===== src/rtl/add_sub_seq.sv =====
// Sequencer for the 4-bit add_sub unit: accepts accumulate commands,
// drives the adder for one cycle and returns the registered result.
module add_sub_seq (
  input  logic       clk,
  input  logic       rst_n,
  input  logic       in_valid,
  output logic       in_ready,
  input  logic [1:0] in_op,
  input  logic [3:0] in_data,
  output logic       as_m,
  output logic [3:0] as_a,
  output logic [3:0] as_b,
  input  logic [3:0] as_s,
  input  logic       as_cout,
  output logic       out_valid,
  input  logic       out_ready,
  output logic [3:0] out_acc,
  output logic       out_carry,
  output logic       out_neg,
  output logic [7:0] out_count
);

  typedef enum logic [1:0] {
    S_IDLE,
    S_EXEC,
    S_RESP
  } state_t;

  localparam logic [1:0] OP_LOAD  = 2'b00;
  localparam logic [1:0] OP_ADD   = 2'b01;
  localparam logic [1:0] OP_SUB   = 2'b10;
  localparam logic [1:0] OP_CLEAR = 2'b11;

  state_t     state_q;
  logic [1:0] op_q;
  logic [3:0] data_q;
  logic [3:0] acc_q;
  logic       carry_q;
  logic       neg_q;
  logic [7:0] count_q;

  logic [3:0] acc_d;
  logic       carry_d;
  logic       neg_d;

  logic exec;
  assign exec = (state_q == S_EXEC);

  // Adder inputs are quiet outside EXEC
  assign as_m = exec && (op_q == OP_SUB);
  assign as_a = exec ? acc_q  : 4'd0;
  assign as_b = exec ? data_q : 4'd0;

  always_comb begin
    acc_d   = acc_q;
    carry_d = 1'b0;
    neg_d   = 1'b0;
    unique case (op_q)
      OP_LOAD:  acc_d = data_q;
      OP_ADD: begin
        acc_d   = as_s;
        carry_d = as_cout;
      end
      // add_sub returns the magnitude; the sign comes from our own compare
      OP_SUB: begin
        acc_d = as_s;
        neg_d = (acc_q < data_q);
      end
      OP_CLEAR: acc_d = 4'd0;
    endcase
  end

  always_ff @(posedge clk or negedge rst_n) begin
    if (!rst_n) begin
      state_q <= S_IDLE;
      op_q    <= 2'd0;
      data_q  <= 4'd0;
      acc_q   <= 4'd0;
      carry_q <= 1'b0;
      neg_q   <= 1'b0;
      count_q <= 8'd0;
    end else begin
      unique case (state_q)
        S_IDLE: begin
          if (in_valid) begin
            op_q    <= in_op;
            data_q  <= in_data;
            state_q <= S_EXEC;
          end
        end
        S_EXEC: begin
          acc_q   <= acc_d;
          carry_q <= carry_d;
          neg_q   <= neg_d;
          state_q <= S_RESP;
        end
        S_RESP: begin
          if (out_ready) begin
            count_q <= count_q + 8'd1;
            state_q <= S_IDLE;
          end
        end
        default: state_q <= S_IDLE;
      endcase
    end
  end

  assign in_ready  = (state_q == S_IDLE);
  assign out_valid = (state_q == S_RESP);
  assign out_acc   = acc_q;
  assign out_carry = carry_q;
  assign out_neg   = neg_q;
  assign out_count = count_q;

endmodule


===== config.mk =====
export PLATFORM = sky130hd
export DESIGN_NAME = add_sub_seq
export DESIGN_NICKNAME = d
export VERILOG_FILES = /design/src/rtl/add_sub_seq.sv
export SDC_FILE = /design/constraint.sdc
export NUM_CORES = 1
export LEC_CHECK = 0
export BUFFER_PORTS_ARGS = -buffer_cell sky130_fd_sc_hd__buf_2
export CAP_MARGIN = 5
export CORE_ASPECT_RATIO = 1.25
export CORE_MARGIN = 3
export CORE_UTILIZATION = 48
export DETAILED_ROUTE_END_ITERATION = 8
export GPL_TIMING_DRIVEN = 0
export PLACE_DENSITY = 0.89
export SLEW_MARGIN = 20
export SYNTH_ARGS = -nofsm -noshare
export SYNTH_HDL_FRONTEND = slang
export SYNTH_SLANG_ARGS = --single-unit

===== constraint.sdc =====
create_clock -name clk -period 1.5 [get_ports clk]
set_input_delay 0.3 -clock clk [delete_from_list [all_inputs] [get_ports clk]]
set_output_delay 0.3 -clock clk [all_outputs]
set_load 0.02 [all_outputs]

* Word-level counts from Yosys, hierarchy flattened
Index checks and enable logic that the tools add are counted.
W data, S select, Z words.
** Word-level totals
- Logic and storage cells :: 31
- Output and inout port bits :: 25
- Register bits :: 22
- Input bits :: 15
** Operators by class
- Multiplexer cells :: 8
- Eq/ne operators :: 7
- Order comparisons :: 1
- Reductions and logical operators :: 7
- $add $sub $neg :: 1
** Operators by type and width (number)
- $pmux W4 S3 :: 1
- $add A8 B1 Y8 const B :: 1
- $mux W4 :: 2
- $eq A2 B2 Y1 const B :: 3
- $pmux W2 S3 :: 1
- $reduce_and A2 Y1 :: 3
- $eq A2 B1 Y1 const B :: 2
- $logic_not A2 Y1 :: 2
- $lt A4 B4 Y1 :: 1
- $mux W2 :: 2
- $mux W1 :: 2
- $ne A2 B1 Y1 const B :: 1
- $ne A2 B2 Y1 const B :: 1
- $reduce_or A2 Y1 :: 1
- $logic_and A1 B1 Y1 :: 1

* Longest topological paths before layout
Gate-level depths: netlist of the first run.
- Depth in word-level cells :: 3
- Gate-level depth with buffers :: 6

* Worst setup path after synthesis of the first run
OpenSTA, ideal clock, no wires.
- Kind :: register -> register
- From :: register state_q[1]
- To :: register data_q[0]
- Cell stages (with the launch flop) :: 4
- Required time :: 1375 ps
- Clock period less this slack :: 1424 ps
- Library setup time :: 125 ps
- Setup slack :: 76 ps
- Path buffers :: 0
- Arrival time :: 1299 ps
- Path through :: dfrtp_1 -> nor2_1 -> and2_4 -> mux2_2
** On the way
- Word-level cells in the longest chain between the ends :: 2
** RTL lines
- start: declaration :: RTL line 34 : state_t state_q;
- start signal: assignment :: RTL line 75 : state_q <= S_IDLE;
- start signal: assignment :: RTL line 88 : state_q <= S_EXEC;
- start signal: assignment :: RTL line 95 : state_q <= S_RESP;
- $logic_not A2 Y1
- via in_ready :: RTL line 7 : output logic in_ready,
- $reduce_and A2 Y1 (no line)
- end signal: assignment :: RTL line 87 : data_q <= in_data;
- end: declaration :: RTL line 36 : logic [3:0] data_q;
The timed path passes the listed nets, and every way through them passes these cells.
A chain may end at the register's enable or synchronous reset.

* Worst setup path after layout of the first run
- From :: register state_q[1]
- To :: output port as_a[1]
** On the way
- Word-level cells in the longest chain between the ends :: 2
** RTL lines
- $eq A2 B1 Y1 :: RTL line 47 : assign exec = (state_q == S_EXEC);
- $mux W4 :: RTL line 51 : assign as_a = exec ? acc_q : 4'd0;
- end: declaration :: RTL line 11 : output logic [3:0] as_a,
No other way between the ends.

==> impl_metrics.yaml, run 1 <==
outcome:
  status: "finished with violations"
  violations: "negative setup slack"
final_layout:
  n_antenna_cell: 0
  drive_gt1_share_pct: 50.31
  multi_input_area_um2: 610.6
  nets: 186
  area_delta_synth_final_pct: 44.06
  final_area_um2: 1608
  final.fill_count: 164
  seqCellArea_um2: 553.0
floorplanning:
  start_util_pct: 53.29
  dieHeight_um: 59.91
  pin_count: 40
  die_w_um: 49.13
  dieArea_um2: 2943
  num_rows: 18
  core_um2: 2095
timing:
  maxSlewHeadroom_pct: 67.48
  holdWs_ns: 0.1835
  hold_viol: 0
  min_period_over_period_pct: 108.4
  setup_viol: 6
  setup_tns_ns: -0.6423
  skew_ns: 0.01002
  fmax_ghz: 0.6152
  rsz0062_at_grt: "yes"
  timing.final.ws_setup_ns: -0.1254
  tightest_slew_ns: 0.4879
  drv_slew: 0
  period_minus_slack_ns: 1.625
placed_design:
  dpl.hpwl_um: 1783
  post_dp_cell_area_um2: 1349
  portBuffers: 39
  pre_cts_ws_ns: -0.1025
  routabilityCongestion: 0.8310
yosys:
  syn-mean-instance-area_um2: 10.05
  mappedNetlistArea_um2: 1116
  ys_ff_latch: 22
  synth.distinct_cells: 28
  ys_warn_count: 0
  syn_nets: 133
  syn_inst: 111
  seq_area_frac_synth_pct: 49.33
route:
  via_per_inst: 5.135
  firstDrtPassIters: 4
  vias: 991
  drt_iter0_markers: 6
  ant_nets: 0
  wl_um: 2760
  post_drt_wl_per_cell_um: 14.30
  drc: 0
clock_network:
  cts_sinks: 22
  worst_setup_hold_path_clk_slew_ns: 0.12
  cts-htree-levels: 1
  cts-buffers-inserted: 3
  clk_path_buf_depth: 2
  clk-insertion-delay-late_ns: 0.32
  cts_root_buffer: "clkbuf_4"
  tritoncts: "built"
pwr:
  p_comb_share_pct: 58.1
  p_per_area_nw_per_um2: 2066
  leakagePower_nw: 0.8314
  power_frac_seq_pct: 32.0
  p_sw_share_pct: 43.94
  clockPowerShare_pct: 10.0
  vdd_drop_max_uv: 1426
  internal_power_mw: 1.862
  switchingPower_mw: 1.459
run:
  max_cap_viol_count: 0
global_routing:
  use_met2_pct: 34.87
  grt_util_met1_pct: 21.16
  top_usage_layer: "met2"
  grt_pass1_vias: 955
  grt_max_degree: 23
  track_usage_pct: 19.11
  grt_pass1_wl_um: 4243
  use_met3_pct: 3.242
  antenna_found_initial: 0
  grt_remaining_overflow: 0
critical_path:
  arrival_ns: 1.33
  path_class: "flop to output port"
  crit_fanout: 8
  cp.required_ns: 1.20
  end_kind: "output port"
  startpoint_type: "flop"
worst_hold_path:
  hp-class: "primary input to flop"
[Yosys cell counts]
cell type	instances	area share, %
nor2b_1	1	0.56
nand2b_1	2	1.1
xnor2_1	5	3.9
nand3b_4	1	1.8
nor3_4	1	1.5
nor2_1	12	4.0
buf_4	1	0.67
and2b_2	1	0.78
buf_2	1	0.45
xor2_1	2	1.6
nand4_1	2	1.1
mux2_2	1	1.0
a2111oi_2	1	1.3
nand2_1	18	6.1
a221oi_1	3	2.4
o21ai_0	3	1.3
nand3_1	3	1.3
o21ai_1	5	2.2
ha_1	7	7.8
and2_1	5	2.8
and2_4	2	1.6
a21oi_1	2	0.90
nor3_1	1	0.45
inv_1	6	2.0
nand2b_4	1	1.2
inv_2	1	0.34
clkbuf_1	1	0.34
dfrtp_1	22	49
[final timing paths]
path / from / endpoint / slack (ns) / cells after the start
worst max-delay path: state_q[1] / as_a[1] / -0.13 / 3
max in group asynchronous: rst_n / state_q[1] / 0.65 / 2
worst max register to register: data_q[3] / out_neg / 0.08 / 5
worst min register to register: out_carry / out_carry / 0.49 / 2
worst min-delay path: in_data[2] / data_q[2] / 0.18 / 3
min in group asynchronous: rst_n / out_acc[3] / 0.49 / 2
[registers in the layout (all words and copies together), names as in the netlist]
register and cells:
out_acc 4, out_neg 1, out_carry 1, op_q 2
out_count 8, state_q 2, data_q 4
[final cells by class]
cell class / count / share of cell area (%)
clock buffers: 4 / 2.257
inverters: 7 / 1.634
well taps: 30 / 2.335
multi-input cells: 79 / 37.98
repair buffers: 50 / 20.93
flip-flops and latches: 22 / 34.40
plain buffers: 1 / 0.4669
[worst max-delay path, stage by stage, from the launching register on]
cell,delay (ns)
dfrtp_2,0.44
and2b_4,0.32
and2_4,0.16
buf_6,0.11
[what timing repair did]
| item | in CTS | in global routing |
|---|---|---|
| buffers inserted | 8 | 2 |
| gates resized for setup | 19 | 25 |
| cloned | 0 | 0 |
| pin swaps | 6 | 4 |
| endpoints found under the hold margin | 22 | 0 |
| hold buffers | 1 | 0 |
| setup endpoints to repair | 9 | 13 |
[placed cells by master (no fill, tap or decap), types with 2 or more instances in the layout]
master    count
ha_1          5
inv_2         4
buf_2        30
a221oi_2      3
nand4_1       2
nor2_4        3
buf_6         9
nor2_1        9
inv_1         3
xor2_1        2
o21ai_0       3
nand3_1       3
nand2_1      18
buf_4        11
dfrtp_2       2
a21oi_1       2
dfrtp_1      20
nand2b_1      2
xnor2_1       5
o21ai_1       5
ha_4          2
clkbuf_4      3
and2_4        7
[kinds of logic (layout without fill, tap and decap cells)]
group | Yosys count | in the layout | synth area share (%)
compound gates | 14 | 14 | 8.183
xor+xnor | 7 | 7 | 5.493
fa+ha+maj | 7 | 7 | 7.847
buf+inv | 10 | 62 | 3.811
flops | 22 | 22 | 49.33
mux | 1 | 1 | 1.009
simple gates | 50 | 50 | 24.33
[power by group through the flow]
stage	Combinational [mW]	Sequential, mW	Clock, mW
final	1.93	1.06	0.331
after global routing	2.09	1.10	0.362
after detailed placement	1.42	1.05	0
after CTS	1.63	1.04	0.342
after global placement	1.37	1.03	0
after floorplan	0.847	1.18	0
[per-stage QoR]
| step | power, mW | std cells | util [%] |
|---|---|---|---|
| 5_1_grt | 3.550 | 193 | 76.76 |
| 6_report | 3.322 | 193 | 76.76 |
| 2_1_floorplan | 2.025 | 111 | - |
| 4_1_cts | 3.018 | 191 | 71.45 |
| 3_5_place_dp | 2.472 | 180 | 64.40 |
| 3_3_place_gp | 2.403 | 180 | 64.40 |
[per-layer routing]
| layer | share of wire [%] | wire length [µm] |
|---|---|---|
| met1 | 39 | 1070 |
| met2 | 54 | 1501 |
| met3 | 4.8 | 133 |
| met4 | 2.0 | 55 |
| met5 | 0 | 0 |
Power figures use the tool's default switching activity.
==> inputs of run 2 (changes only) <==
--- a/config.mk
+++ b/config.mk
@@ -5,11 +5,13 @@
 export SDC_FILE = /design/constraint.sdc
 export NUM_CORES = 1
 export LEC_CHECK = 0
+export ABC_AREA = 1
 export BUFFER_PORTS_ARGS = -buffer_cell sky130_fd_sc_hd__buf_2
 export CAP_MARGIN = 5
 export CORE_ASPECT_RATIO = 1.25
 export CORE_MARGIN = 3
-export CORE_UTILIZATION = 48
+export CORE_UTILIZATION = 49
+export CTS_CLUSTER_SIZE = 40
 export DETAILED_ROUTE_END_ITERATION = 8
 export GPL_TIMING_DRIVEN = 0
 export PLACE_DENSITY = 0.89
==> run 2 against run 1 <==
Compared with the run above:
- the run still ends with negative setup slack left
- routed wire length increased by 0.54%
- combinational power decreased by 9%
- sequential cell count unchanged
==> impl_metrics.yaml, run 2 <==
outcome:
  status: "finished with violations"
  violations: "negative setup slack"
yosys:
  synthAdderAreaFrac_pct: 7.559
  syn_nets: 154
  ys_ff_latch: 22
  yosysTopAreaCellShare_pct: 47.52
  synth_enable_flop_cells: 0
  synth_mux_area_share_pct: 0
  synth_ff_type: "dfrtp_1"
  mappedNetlistArea_um2: 1159
  syn-mean-instance-area_um2: 8.777
  synth_area_leaders: "dfrtp_1 (48%), nand2_1 (10%), ha_1 (7.6%)"
  yosysMostFrequentCell: "nand2_1"
  synth_top_family_by_area: "simple AND/OR/NAND/NOR gates"
  yosysTopAreaCell: "dfrtp_1"
  synth.distinct_cells: 23
  syn_inst: 132
  synth_compound_area_share_pct: 7.991
  synth-simple-area-share_pct: 24.62
  synth_xor_area_share_pct: 3.024
  seq_area_frac_synth_pct: 47.52
  ys_warn_count: 0
  synthTopCellsByCount: "nand2_1 (31), dfrtp_1 (22), inv_1 (19), nand3_1 (10)"
  ys_async_sr_fraction_pct: 100.0
timing:
  drv_slew: 0
  skew_ns: 0.004610
  holdWs_ns: 0.1959
  timing.final.ws_setup_ns: -0.06226
  period_minus_slack_ns: 1.562
  fmax_ghz: 0.6401
  hold_viol: 0
  setup_viol: 9
  tightest_slew_ns: 0.4988
  min_period_over_period_pct: 104.2
  rsz0062_at_grt: "yes"
  maxSlewHeadroom_pct: 66.75
placed_design:
  routabilityCongestion: 0.7795
  pre_cts_ws_ns: 0.1639
  post_dp_cell_area_um2: 1393
  portBuffers: 39
  dpl.hpwl_um: 1863
floorplanning:
  num_rows: 19
  die_w_um: 49.49
  dieArea_um2: 2987
  start_util_pct: 51.85
  dieHeight_um: 60.37
  pin_count: 40
  core_um2: 2235
critical_path:
  crit_fanout: 8
  arrival_ns: 1.26
  end_kind: "output port"
  worstReg2RegStart: "op_q[0]"
  cp-startpoint: "state_q[1]"
  path_class: "flop to output port"
  startpoint_type: "flop"
  cp.required_ns: 1.20
global_routing:
  grt_max_degree: 23
  grt_pass1_wl_um: 4457
  grt_remaining_overflow: 0
  track_usage_pct: 19.47
  antenna_found_initial: 0
  grt_pass1_vias: 1074
pwr:
  vdd_drop_max_uv: 1353
  internal_power_mw: 1.684
  power_frac_seq_pct: 31.9
  p_total_mw: 3.056
  leakagePower_nw: 0.8872
  clockPowerShare_pct: 10.7
  switchingPower_mw: 1.372
  p_sw_share_pct: 44.89
  p_per_area_nw_per_um2: 1874
  p_comb_share_pct: 57.4
final_layout:
  final_common_cell: "nand2_1"
  largest_reg_flops: 8
  area_delta_synth_final_pct: 40.71
  drive_gt1_share_pct: 41.94
  final_area_um2: 1630
  final_cell_mix: "nand2_1 (30), buf_2 (28), dfrtp_1 (21), inv_1 (17), buf_4 (15)"
  nets: 209
  n_antenna_cell: 0
clock_network:
  worst_setup_hold_path_clk_slew_ns: 0.12
  tritoncts: "built"
  clk-insertion-delay-late_ns: 0.30
  cts_sinks: 22
  cts_root_buffer: "clkbuf_4"
  cts-buffers-inserted: 3
  clk_path_buf_depth: 2
  cts-htree-levels: 1
run:
  max_cap_viol_count: 0
route:
  via_per_inst: 5.014
  vias: 1088
  drt_iter0_markers: 25
  ant_nets: 0
  drc: 0
  firstDrtPassIters: 4
  wl_um: 2775
  post_drt_wl_per_cell_um: 12.79
worst_hold_path:
  hp-class: "primary input to flop"
  hold_start: "in_data[3]"
## run 2: logic make-up (layout without fill, tap and decap cells)
| kind of cell | after synthesis | after routing |
|---|---|---|
| flip-flops | 22 | 22 |
| AND/OR/NAND/NOR | 60 | 60 |
| buffers and inverters | 25 | 79 |
| adder cells (fa/ha/maj) | 7 | 7 |
| AO/OA/AOI/OAI | 14 | 14 |
| XOR/XNOR | 4 | 4 |
## run 2: final cells by class
class	instances	area, µm²
inverter	23	91.34
sequential	22	551.8
tap	31	38.79
multi-input combinational	85	550.5
buffer	2	27.53
clock buffer	4	36.28
timing repair buffer	50	334.1
fill	194	604.3
## run 2: per-layer routing
metal,global-route usage (%),wire length (µm),vias up
li1,-,-,527
met1,22.91,1066,515
met2,36.78,1516,42
met3,3.194,171,4
met4,5.929,20,0
met5,0,0,-
## run 2: stage by stage
stage          std cells  utilization [%]  TNS [ns]
2_1_floorplan        132                -         0
3_3_place_gp         202            62.32         0
3_5_place_dp         202            62.32         0
4_1_cts              214            70.21   -0.3298
5_1_grt              217            72.96    -1.023
6_report             217            72.96   -0.4108
## run 2: timing repair
| action | in CTS | in global routing |
|---|---|---|
| hold buffers | 1 | 0 |
| buffers inserted | 7 | 3 |
| setup endpoints to repair | 9 | 11 |
| pin swaps | 1 | 2 |
| gates resized for setup | 26 | 11 |
| cloned | 0 | 0 |
| endpoints found under the hold margin | 22 | 0 |
## run 2: worst max-delay path, stage by stage, from the launching register on
cell     delay, ns
dfrtp_1       0.42
inv_2         0.08
nand2_4       0.08
buf_12        0.16
nor2_4        0.10
buf_6         0.12
## run 2: worst paths after layout
kind / slack [ns] / depth (start not counted) / to
min in group asynchronous: 0.48 / 2 / out_count[2]
max: -0.06 / 5 / as_b[1]
min: 0.20 / 3 / data_q[3]
max reg2reg: 0.06 / 6 / out_acc[0]
max in group asynchronous: 0.66 / 2 / state_q[0]
min reg2reg: 0.50 / 2 / out_neg
## run 2: power groups by stage
stage | Sequential, mW | Combinational [mW] | Clock, mW
2_1_floorplan | 1.10 | 0.833 | 0
3_3_place_gp | 0.969 | 1.31 | 0
3_5_place_dp | 0.986 | 1.34 | 0
4_1_cts | 0.966 | 1.61 | 0.332
5_1_grt | 1.00 | 1.91 | 0.365
6_report | 0.976 | 1.75 | 0.327
